## src/rtl/line_decoder_seq.sv

```systemverilog
// Purpose : registered N-to-2^N line decoder that strobes one select line for HOLD
//           cycles, then blanks all lines for GAP cycles, then returns to idle.
// Latency : D goes active one cycle after the accepting edge. sel_ready rises again
//           HOLD+GAP+1 cycles after the accepting edge.
// Backpr. : sel_ready is high only in IDLE with en=1, and nothing is queued.
//           en=0 freezes the sequence in place and blanks D.
//
// Optional feature macro: LINE_DECODER_AUTOSCAN_EN
//   When it is defined, a scan_en input is added. While scan_en is set and the block
//   is idle and enabled, it starts itself with the code after the last code it
//   strobed, wrapping from OUT_W-1 to 0. An external handshake wins in the same cycle.
//
// Ports
//   clk        rising-edge clock
//   rst        asynchronous active-high reset
//   en         global enable; 0 freezes the sequencer and blanks D
//   sel_valid  producer presents a code on A
//   A          select code (SEL_W bits); every value is a legal code
//   scan_en    (LINE_DECODER_AUTOSCAN_EN only) enables self-starting scan
//   sel_ready  accept strobe (the only output decoded combinationally from state/en)
//   D          one-hot select lines (polarity set by ACTIVE_LOW)
//   busy       high while in HOLD or GAP
//   done       one-cycle pulse on the last cycle of a strobe sequence
//   cur_sel    last accepted code
module line_decoder_seq #(
    parameter int SEL_W      = 2,    // legal range 1..6
    parameter int HOLD       = 4,    // >= 1
    parameter int GAP        = 1,    // >= 0
    parameter bit ACTIVE_LOW = 1'b0
) (
    input  logic                    clk,
    input  logic                    rst,
    input  logic                    en,
    input  logic                    sel_valid,
    input  logic [SEL_W-1:0]        A,
`ifdef LINE_DECODER_AUTOSCAN_EN
    input  logic                    scan_en,
`endif
    output logic                    sel_ready,
    output logic [(1<<SEL_W)-1:0]   D,
    output logic                    busy,
    output logic                    done,
    output logic [SEL_W-1:0]        cur_sel
);

    localparam int OUT_W   = 1 << SEL_W;
    localparam int MAX_CNT = (HOLD > GAP) ? HOLD : GAP;
    localparam int CNT_W   = $clog2(MAX_CNT + 1);
    localparam bit HAS_GAP = (GAP > 0);

    localparam logic [CNT_W-1:0] CNT_HOLD = CNT_W'(HOLD);
    localparam logic [CNT_W-1:0] CNT_GAP  = CNT_W'(GAP);
    localparam logic [CNT_W-1:0] CNT_ONE  = CNT_W'(1);

    // Value of D with every line inactive. XOR-ing a one-hot vector with this
    // applies the output polarity in one step.
    localparam logic [OUT_W-1:0] D_IDLE = {OUT_W{ACTIVE_LOW}};

    typedef enum logic [1:0] {
        IDLE   = 2'd0,
        HOLD_S = 2'd1,
        GAP_S  = 2'd2
    } state_t;

    state_t             state_q, state_d;
    logic [CNT_W-1:0]   cnt_q,   cnt_d;
    logic [SEL_W-1:0]   cur_sel_q, cur_sel_d;
    logic [OUT_W-1:0]   d_q,     d_d;
    logic               busy_q,  busy_d;
    logic               done_q,  done_d;

    logic               handshake;
    logic               start;
    logic [SEL_W-1:0]   start_code;
    logic [OUT_W-1:0]   decoded;
    logic               last_cycle_d;

    // The ready strobe is the only output that follows en within the same cycle.
    assign sel_ready = en & (state_q == IDLE);
    assign handshake = sel_valid & sel_ready;

`ifdef LINE_DECODER_AUTOSCAN_EN
    // Code most recently started by either source. It resets to OUT_W-1 so that
    // the first scanned code is 0. cur_sel resets to 0, so cur_sel cannot serve here.
    logic [SEL_W-1:0]   scan_last_q, scan_last_d;
    logic [SEL_W-1:0]   scan_code;
    logic               scan_go;

    // The adder width equals SEL_W, so the wrap from OUT_W-1 to 0 is free.
    assign scan_code  = scan_last_q + SEL_W'(1);
    assign scan_go    = (state_q == IDLE) & en & scan_en & ~sel_valid;
    assign start      = handshake | scan_go;
    assign start_code = handshake ? A : scan_code;
    assign scan_last_d = start ? start_code : scan_last_q;

    always_ff @(posedge clk or posedge rst) begin
        if (rst) begin
            scan_last_q <= {SEL_W{1'b1}};
        end else begin
            scan_last_q <= scan_last_d;
        end
    end
`else
    assign start      = handshake;
    assign start_code = A;
`endif

    // Next-state logic. Every transition is gated by en, so a frozen cycle
    // leaves both the state and the remaining count untouched.
    always_comb begin
        state_d   = state_q;
        cnt_d     = cnt_q;
        cur_sel_d = cur_sel_q;
        if (en) begin
            case (state_q)
                IDLE: begin
                    if (start) begin
                        state_d   = HOLD_S;
                        cnt_d     = CNT_HOLD;
                        cur_sel_d = start_code;
                    end
                end
                HOLD_S: begin
                    // <= instead of == so that a stray zero count cannot wrap.
                    if (cnt_q <= CNT_ONE) begin
                        if (HAS_GAP) begin
                            state_d = GAP_S;
                            cnt_d   = CNT_GAP;
                        end else begin
                            state_d = IDLE;
                            cnt_d   = '0;
                        end
                    end else begin
                        cnt_d = cnt_q - CNT_ONE;
                    end
                end
                GAP_S: begin
                    if (cnt_q <= CNT_ONE) begin
                        state_d = IDLE;
                        cnt_d   = '0;
                    end else begin
                        cnt_d = cnt_q - CNT_ONE;
                    end
                end
                default: begin
                    state_d = IDLE;
                    cnt_d   = '0;
                end
            endcase
        end
    end

    // Registered outputs are computed from the next state. Each output then shows
    // the state during the cycle it describes, with no extra lag.
    always_comb begin
        decoded = '0;
        if (en && (state_d == HOLD_S)) begin
            decoded[cur_sel_d] = 1'b1;
        end
        d_d    = decoded ^ D_IDLE;
        busy_d = (state_d != IDLE);

        // The sequence ends on the last GAP cycle. Without a gap it ends on the
        // last HOLD cycle. While en=0 the count cannot move, so this is true for
        // only one enabled edge.
        last_cycle_d = 1'b0;
        if (cnt_d == CNT_ONE) begin
            if (state_d == GAP_S) begin
                last_cycle_d = 1'b1;
            end else if (!HAS_GAP && (state_d == HOLD_S)) begin
                last_cycle_d = 1'b1;
            end
        end
        done_d = en & last_cycle_d;
    end

    always_ff @(posedge clk or posedge rst) begin
        if (rst) begin
            state_q   <= IDLE;
            cnt_q     <= '0;
            cur_sel_q <= '0;
            d_q       <= D_IDLE;
            busy_q    <= 1'b0;
            done_q    <= 1'b0;
        end else begin
            state_q   <= state_d;
            cnt_q     <= cnt_d;
            cur_sel_q <= cur_sel_d;
            d_q       <= d_d;
            busy_q    <= busy_d;
            done_q    <= done_d;
        end
    end

    assign D       = d_q;
    assign busy    = busy_q;
    assign done    = done_q;
    assign cur_sel = cur_sel_q;

endmodule

```

## config.mk

```make
export PLATFORM = sky130hd
export DESIGN_NAME = line_decoder_seq
export DESIGN_NICKNAME = d
export VERILOG_FILES = /design/src/rtl/line_decoder_seq.sv
export SDC_FILE = /design/constraint.sdc
export NUM_CORES = 1
export LEC_CHECK = 0
export BUFFER_PORTS_ARGS = -buffer_cell sky130_fd_sc_hd__buf_2
export CORE_MARGIN = 2
export CORE_UTILIZATION = 45
export CTS_CLUSTER_DIAMETER = 120
export DETAILED_ROUTE_END_ITERATION = 12
export HOLD_SLACK_MARGIN = 0.06
export PLACE_DENSITY = 0.68
export SLEW_MARGIN = 20
export SYNTH_ARGS = -nofsm -noshare
export SYNTH_HDL_FRONTEND = slang
export SYNTH_SLANG_ARGS = --single-unit
```

## constraint.sdc

```tcl
create_clock -name clk -period 1.9 [get_ports clk]
set_input_delay 0.285 -clock clk [delete_from_list [all_inputs] [get_ports clk]]
set_output_delay 0.285 -clock clk [all_outputs]
set_load 0.03 [all_outputs]
```

==> reports/metrics.yaml, run 1 <==
status: "complete, no violations"
finalCriticalPeriod_ps: 1740
start_util_pct: 47.4
grt-ovfl-total: 0
power.leakage_nw: 0.401
drt_pass1_iterations: 4
rr_startpoint: "cnt_q[1]$_DFF_PP0_"
fp.dieW_um: 43.4
grt_max_degree: 16
cp_top_family: "compound AO/OA/AOI/OAI gates"
drt_iter0_drc: 19
die-area_um2: 1880
setup_tns_ps: 0
postCtsSetupBuffers: 0
place_area_um2: 786
wire_per_inst_um: 14.1
path_cells: "inv_1 -> ha_1 -> o21bai_1 -> nor2b_1 -> o41ai_1 -> nor4_1"
timing.hold.worst.start: "A[0]"
critPathSlowestCell: "o41ai_1"
slew_viol_final: 0
maxCapViolCount: 0
cpPeakStageDelay_ps: 430
ys_ff_latch: 13
timing.critical_path.buf_inv: 1
root_buffer: "clkbuf_4"
cts-resized-gates: 0
critical_path_arrival_ps: 1880
startpoint: "cnt_q[1]$_DFF_PP0_"
hpwl_um: 1060
setup_viol: 0
cts_sinks: 13
clock_path_buffers: 2
grt_pass1_vias: 510
ys_seq_area_share_pct: 46.6
power_mw: 1.44
grt_pass1_wl_um: 2200
cts_buffers: 3
ant_nets: 0
nets: 97
clk-insertion-delay-late_ps: 270
port_buffers: 14
vias_per_cell: 5.75
ys_warn_count: 0
syn-instance-count: 70
hold_path.class: "input port to flop"
crit_path_max_fanout: 5
grt_usage_pct: 16.1
p_per_area_nw_per_um2: 1750
rows: 14
totalWireLength_um: 1470
crit_path_end_kind: "flop"
antenna_found_initial: 0
pin_count: 15
cts_hold_buf: 1
ir_worst_vdd_uv: 837
h-tree-depth: 1
die_y_um: 43.4
start_kind: "flop"
clock.fmax_ghz: 0.575
postSynthAreaPerCell_um2: 9.97
drc: 0
relSlewSlack_pct: 66.6
critical_path_required_ps: 2040
clock_skew_ps: 0.385
rsz0062_at_grt: "false"
place.gp.congestion: 0.874
diodes: 0
yosysUniqueCellTypes: 30
hold_viol: 0
worst_pin_slew_ps: 501
stdcell_area_um2: 822
syn_nets: 78
critPathKind: "flop to flop"
cts.clk_slew.worst_paths_ps: 70
area.growth.synth_to_final_pct: 17.7
cts_tree: "done"
drive_gt1_share_pct: 28.4
synth_area_um2: 698
vias: 598
min_period_over_period_pct: 91.5
core_um2: 1470
[through the flow]
stage	setup slack [ps]	hold slack, ps	std cells	util (%)
finish	161	251	104	55.9
global route	75.0	263	104	55.9
CTS	211	237	104	55.9
detailed placement	222	330	99	53.4
global placement	311	323	99	53.4
floorplan	282	162	70	-
[placed cells by master, fill, tap and decap left out, drive strengths merged, types with 3 or more instances in the layout]
cell	synthesis	final
buf	3	16
dfrtp	13	13
inv	7	7
o21ai	6	6
nor2	6	6
a21oi	4	4
clkbuf	0	4
nand2	3	3
[metal layers]
| layer | GRT usage (%) | wire length (um) | vias to the layer above |
|---|---|---|---|
| li1 | - | - | 291 |
| met1 | 19.3 | 661 | 282 |
| met2 | 26.6 | 720 | 25 |
| met3 | 6.25 | 88 | 0 |
| met4 | 5.45 | 0 | 0 |
| met5 | 0 | 0 | - |
[final cells by class]
type,count,area (um^2)
Inverter,7,26.3
Sequential cell,13,325
Timing Repair Buffer,17,95.1
Multi-Input combinational cell,47,329
Tap cell,16,20.0
Clock buffer,4,26.3
Fill cell,141,649
[power by group]
group | internal (mW) | leakage [nW] | switching (mW)
combinational | 0.323 | 0.219 | 0.499
clock | 0.0813 | 0.0150 | 0.0817
sequential | 0.382 | 0.166 | 0.0709
total | 0.786 | 0.401 | 0.652
[final timing paths]
path	endpoint	slack (ps)	cells past startpoint
max in group asynchronous	cur_sel[0]$_DFF_PP0_	980	3
min in group asynchronous	D[1]$_DFF_PP0_	590	3
setup / recovery	done$_DFF_PP0_	160	6
setup reg to reg	done$_DFF_PP0_	160	6
hold reg to reg	cur_sel[1]$_DFF_PP0_	570	1
hold / removal	cur_sel[0]$_DFF_PP0_	250	3
[Yosys cell counts]
| library cell | n | share of area, % |
|---|---|---|
| o21a_1 | 1 | 1.1 |
| a21oi_1 | 4 | 2.9 |
| xnor2_1 | 1 | 1.3 |
| mux2_4 | 1 | 2.1 |
| and4bb_4 | 1 | 2.3 |
| a211o_1 | 1 | 1.3 |
| nor3_1 | 2 | 1.4 |
| nand2b_1 | 2 | 1.8 |
| ha_1 | 2 | 3.6 |
| o21ai_0 | 6 | 4.3 |
| nor2_1 | 4 | 2.1 |
| nor2b_1 | 1 | 0.90 |
| nor2_2 | 2 | 1.8 |
| nor4_1 | 1 | 0.90 |
| nor4b_1 | 2 | 2.5 |
| nor3b_1 | 1 | 1.1 |
| a31o_2 | 1 | 1.3 |
| o41ai_1 | 2 | 2.5 |
| o21bai_1 | 1 | 1.1 |
| o32a_1 | 1 | 1.4 |
| a31oi_1 | 2 | 1.8 |
| buf_4 | 1 | 1.1 |
| buf_2 | 2 | 1.4 |
| a21o_1 | 2 | 2.1 |
| a32o_1 | 1 | 1.4 |
| dfrtp_1 | 13 | 47 |
| nand2_1 | 3 | 1.6 |
| inv_1 | 7 | 3.8 |
| and3_1 | 1 | 0.90 |
| or3_4 | 1 | 1.6 |
[state kept, by name, indices dropped and copies added (netlist names)]
| name | count |
|---|---|
| D | 4 |
| busy | 1 |
| cnt_q | 3 |
| cur_sel | 2 |
| done | 1 |
| state_q | 2 |
[worst reg2reg max path, stage by stage (launching register included)]
cell and delay (ps):
dfrtp_1 400, inv_1 80, ha_1 190, o21bai_1 190, nor2b_1 190, o41ai_1 430, nor4_1 120
[cells by family (layout without fill, tap and decap cells)]
kind of cell	count (synthesis)	in the layout	synth area share (%)
AO/OA/AOI/OAI	22	22	21.1
AND/OR/NAND/NOR	21	21	19.0
flip-flops	13	13	46.6
buffers and inverters	10	28	6.27
adder cells (fa/ha/maj)	2	2	3.58
XOR/XNOR	1	1	1.25
multiplexers	1	1	2.15
(Power assumes the default switching activity.)
==> run 2: changes to the inputs <==
--- a/config.mk
+++ b/config.mk
@@ -5,13 +5,12 @@
 export SDC_FILE = /design/constraint.sdc
 export NUM_CORES = 1
 export LEC_CHECK = 0
-export BUFFER_PORTS_ARGS = -buffer_cell sky130_fd_sc_hd__buf_2
+export BUFFER_PORTS_ARGS = -buffer_cell sky130_fd_sc_hd__buf_4
 export CORE_MARGIN = 2
 export CORE_UTILIZATION = 45
-export CTS_CLUSTER_DIAMETER = 120
 export DETAILED_ROUTE_END_ITERATION = 12
 export HOLD_SLACK_MARGIN = 0.06
-export PLACE_DENSITY = 0.68
+export PLACE_DENSITY_LB_ADDON = 0.25
 export SLEW_MARGIN = 20
 export SYNTH_ARGS = -nofsm -noshare
 export SYNTH_HDL_FRONTEND = slang
==> reports/metrics.yaml, run 2 (synthesis results as in run 1) <==
grt_use_met1_pct: 24.9  # +5.7 points
port_buffers: 14  # unchanged
path_cells: "inv_1 -> ha_1 -> o21ai_0 -> o21a_1 -> a211o_1 -> nor4_1"
reg2regPathDepth: 6  # unchanged
grt_pass1_vias: 545  # +6.9%
die-area_um2: 1880  # unchanged
r2r_end: "done$_DFF_PP0_"
critPathSlowestCell: "dfrtp_1"
power.leakage_nw: 0.403  # +0.67%
hpwl_um: 1100  # +3.6%
nets: 96  # -1.0%
setup_viol: 0  # unchanged
clock_path_buffers: 2  # unchanged
crit_path_end: "done$_DFF_PP0_"
h-tree-depth: 1  # unchanged
comb_power_share_pct: 58.0  # +0.8 points
grt-ovfl-total: 0  # unchanged
cts-resized-gates: 0  # unchanged
ant_nets: 0  # unchanged
use_met3_pct: 3.75  # -2.5 points
critical_path_required_ps: 2060  # +20 ps
ir_worst_vdd_uv: 871  # +4.0%
grt_max_degree: 16  # unchanged
switching_share_pct: 44.5  # -0.84 points
postCtsSetupBuffers: 0  # unchanged
drt_iter0_drc: 19  # unchanged
grt_usage_pct: 17.6  # +1.5 points
startpoint: "cnt_q[0]$_DFF_PP0_"
critical_path_arrival_ps: 1900  # +20 ps
clk-insertion-delay-late_ps: 270  # about the same
rr_startpoint: "cnt_q[0]$_DFF_PP0_"
final_common_cell: "buf_4"
place.gp.congestion: 0.887  # +1.5%
cpPeakStageDelay_ps: 440  # about the same
cts_sinks: 13  # unchanged
totalWireLength_um: 1490  # +1.6%
vias_per_cell: 5.83  # +1.3%
p_per_area_nw_per_um2: 1750  # +0.11%
drc: 0  # unchanged
setup_tns_ps: 0  # unchanged
hold_path.class: "input port to async pin"
largest_reg_flops: 4  # unchanged
finalCriticalPeriod_ps: 1740  # +0.620 ps
maxCapViolCount: 0  # unchanged
hold-worst-slack_ps: 37.4  # -213 ps
drt_pass1_iterations: 4  # unchanged
min_period_over_period_pct: 91.5  # about the same
crit_path_end_kind: "flop"
rows: 14  # unchanged
hold_viol: 0  # unchanged
status: "complete, no violations"
vias: 600  # +0.33%
cts_tree: "done"
mostFrequentLayoutCells: "buf_4, dfrtp_1, inv_1"
pin_count: 15  # unchanged
worst_pin_slew_ps: 510  # +8.98 ps
drive_gt1_share_pct: 28.7  # +0.33 points
clock.fmax_ghz: 0.575  # about the same
p_seq_share_pct: 30.3  # -1.2 points
diodes: 0  # unchanged
cts_hold_buf: 0  # -1
top_usage_layer: "met2"
p_int_uw: 824  # +4.7%
die_y_um: 43.4  # unchanged
r2r_slack_ps: 160  # about the same
root_buffer: "clkbuf_4"
grt_pass1_wl_um: 2440  # +11%
core_um2: 1470  # unchanged
start_kind: "flop"
slew_viol_final: 0  # unchanged
cts_buffers: 3  # unchanged
cts.clk_slew.worst_paths_ps: 80  # about the same
use_met2_pct: 26.3  # -0.30 points
antenna_found_initial: 0  # unchanged
start_util_pct: 47.4  # unchanged
clock_skew_ps: 0.411  # +0.0268 ps
relSlewSlack_pct: 66.0  # -0.60 points
pwr-share-clk_pct: 11.7  # +0.4 points
critPathKind: "flop to flop"
area.growth.synth_to_final_pct: 21.3
fp.dieW_um: 43.4  # unchanged
switchingPower_uw: 660  # +1.2%
rsz0062_at_grt: "false"
wire_per_inst_um: 14.5  # +2.6%
crit_path_max_fanout: 6  # +1
run 2: changes by cell type in the layout (fill, tap and decap cells not counted):
cell,before,now
buf_4,2,16
dlygate4sd3_1,1,0
buf_2,14,0
run 2: layer usage:
metal | vias up | share of wire, %
met5 | - | 0
met4 | 0 | 1.3
met3 | 5 | 6.6
met2 | 27 | 47
met1 | 281 | 45
li1 | 287 | -
run 2: worst min path at each step:
stage / from / to / slack [ps] / cells past startpoint
final: rst / cnt_q[2]$_DFF_PP0_ / 40 / 2
after global routing: rst / D[1]$_DFF_PP0_ / 90 / 2
after CTS: rst / cnt_q[1]$_DFF_PP0_ / 60 / 2
after detailed placement: rst / cnt_q[2]$_DFF_PP0_ / 360 / 2
after global placement: rst / cnt_q[2]$_DFF_PP0_ / 340 / 2
after floorplan: rst / D[0]$_DFF_PP0_ / 160 / 1
run 2: cell type report:
class                   count  area, um^2
repair buffers             16         120
fillers                   140         624
clock buffers               4        26.3
flip-flops and latches     13         325
multi-input cells          47         329
well taps                  16        20.0
inverters                   7        26.3
run 2: power groups by stage:
stage	Sequential, mW	Combinational, mW	Clock, mW
floorplan	0.558	0.524	0
global placement	0.452	0.847	0
detailed placement	0.456	0.854	0
CTS	0.451	0.857	0.175
global route	0.462	0.937	0.186
finish	0.450	0.860	0.173
run 2: critical path, delay by kind of cell, from the launching register on:
kind	cells	cell delay (ps)
AO/OA/AOI/OAI	3	570
adder cells (fa/ha/maj)	1	210
flip-flops	1	440
buffers and inverters	1	130
AND/OR/NAND/NOR	1	300
run 2: metrics by stage:
step                      setup slack, ps  instances  power, mW  cell area [um^2]  util [%]
after floorplan                       282         70       1.08               698         -
after global placement                312         99       1.30               821      55.8
after detailed placement              229         99       1.31               821      55.8
after CTS                             225        103       1.48               847      57.6
after global routing                 91.4        103       1.59               847      57.6
final                                 161        103       1.48               847      57.6
==> run 3: changes to the inputs <==
--- a/config.mk
+++ b/config.mk
@@ -11,6 +11,7 @@
 export DETAILED_ROUTE_END_ITERATION = 12
 export HOLD_SLACK_MARGIN = 0.06
 export PLACE_DENSITY_LB_ADDON = 0.25
+export RECOVER_POWER = 25
 export SLEW_MARGIN = 20
 export SYNTH_ARGS = -nofsm -noshare
 export SYNTH_HDL_FRONTEND = slang
==> reports/metrics.yaml, run 3 (synthesis results as in run 1) <==
die-area_um2: 1880  # unchanged
vias: 595  # -0.83%
hold_viol: 0  # unchanged
cts_buffers: 3  # unchanged
grt_pass1_wl_um: 2440  # unchanged
hpwl_um: 1100  # unchanged
drt_iter0_drc: 19  # unchanged
largest_reg_flops: 4  # unchanged
rows: 14  # unchanged
clock_skew_ps: 1.70  # +1.29 ps
critPathKind: "flop to flop"
clk-insertion-delay-late_ps: 270  # about the same
fp.dieW_um: 43.4  # unchanged
cts_hold_buf: 0  # unchanged
crit_path_end_kind: "flop"
mostFrequentLayoutCells: "buf_4, dfrtp_1, inv_1"
rsz0062_at_grt: "false"
drive_gt1_share_pct: 28.7  # unchanged
area.growth.synth_to_final_pct: 21.3  # unchanged
diodes: 0  # unchanged
place.gp.congestion: 0.887  # unchanged
grt_max_degree: 16  # unchanged
min_period_over_period_pct: 92.2  # +0.65 points
start_kind: "flop"
worst_pin_slew_ps: 514  # +3.76 ps
postLayoutCoreUtil_pct: 57.6  # unchanged
crit_path_max_fanout: 6  # unchanged
vias_per_cell: 5.78  # -0.83%
grt_usage_pct: 17.6  # unchanged
critical_path_required_ps: 2060  # about the same
clock.fmax_ghz: 0.571  # -0.71%
finalCriticalPeriod_ps: 1750  # +12.4 ps
drt_pass1_iterations: 4  # unchanged
power.leakage_nw: 0.403  # about the same
maxCapViolCount: 0  # unchanged
setup_viol: 0  # unchanged
core_um2: 1470  # unchanged
place_ws_ps: 229  # unchanged
cts.clk_slew.worst_paths_ps: 80  # about the same
cts-resized-gates: 0  # unchanged
pin_count: 15  # unchanged
grt_pass1_vias: 545  # unchanged
grt-ovfl-total: 0  # unchanged
p_per_area_nw_per_um2: 1750  # about the same
hold_path.class: "input port to async pin"
drc: 0  # unchanged
nets: 96  # unchanged
setup_tns_ps: 0  # unchanged
relSlewSlack_pct: 65.7  # -0.25 points
port_buffers: 14  # unchanged
slew_viol_final: 0  # unchanged
h-tree-depth: 1  # unchanged
stdcell_area_um2: 847  # unchanged
critical_path_arrival_ps: 1910  # about the same
place_area_um2: 821  # unchanged
totalWireLength_um: 1490  # -0.40%
hold-worst-slack_ps: 42.4  # +4.98 ps
start_util_pct: 47.4  # unchanged
wire_per_inst_um: 14.4  # -0.40%
cts_tree: "done"
postCtsSetupBuffers: 0  # unchanged
ir_worst_vdd_uv: 874  # +0.33%
reg2regPathDepth: 6  # unchanged
status: "complete, no violations"
die_y_um: 43.4  # unchanged
ant_nets: 0  # unchanged
clock_path_buffers: 2  # unchanged
antenna_found_initial: 0  # unchanged
final_common_cell: "buf_4"
root_buffer: "clkbuf_4"
cts_sinks: 13  # unchanged
setup_slack_ps: 148  # -12.4 ps
run 3: cell types whose count changed in the layout (fill, tap and decap cells not counted):
cell,change
buf_4,-1
clkbuf_4,+1
run 3: power breakdown:
group	leakage, nW	total [mW]	internal (mW)	switching [mW]
clock	0.0150	0.172	0.0813	0.0904
sequential	0.166	0.450	0.382	0.0681
combinational	0.222	0.862	0.361	0.501
total	0.403	1.48	0.824	0.659
run 3: cell type report:
cell class                 instances  area (um^2)
sequential                        13          325
multi-input combinational         47          329
fill                             140          624
clock buffer                       4         26.3
timing repair buffer              16          120
tap                               16         20.0
inverter                           7         26.3
run 3: final timing paths:
path	endpoint	slack (ps)	start
max in group asynchronous	cnt_q[0]$_DFF_PP0_	1520	rst
min	cur_sel[1]$_DFF_PP0_	40	rst
max reg2reg	done$_DFF_PP0_	150	cnt_q[0]$_DFF_PP0_
min in group clk	cur_sel[0]$_DFF_PP0_	240	A[0]
max	done$_DFF_PP0_	150	cnt_q[0]$_DFF_PP0_
min reg2reg	cur_sel[1]$_DFF_PP0_	560	cur_sel[1]$_DFF_PP0_
run 3: through the flow:
| stage | instances | total power [mW] |
|---|---|---|
| after CTS | 103 | 1.48 |
| after global routing | 103 | 1.59 |
| after global placement | 99 | 1.30 |
| after floorplan | 70 | 1.08 |
| after detailed placement | 99 | 1.31 |
| final | 103 | 1.48 |
run 3: critical path: stages (launching register included):
cell     delay (ps)
dfrtp_1         440
inv_1           130
ha_1            210
o21ai_0         100
o21a_1          180
a211o_1         290
nor4_1          300
run 3: metal layers:
layer  up-vias  wire [um]  GRT usage [%]
met5         -          0              0
met4         0         24           7.27
met2        30        700           26.3
met1       267        672           24.9
li1        291          -              -
met3         7         91           3.75
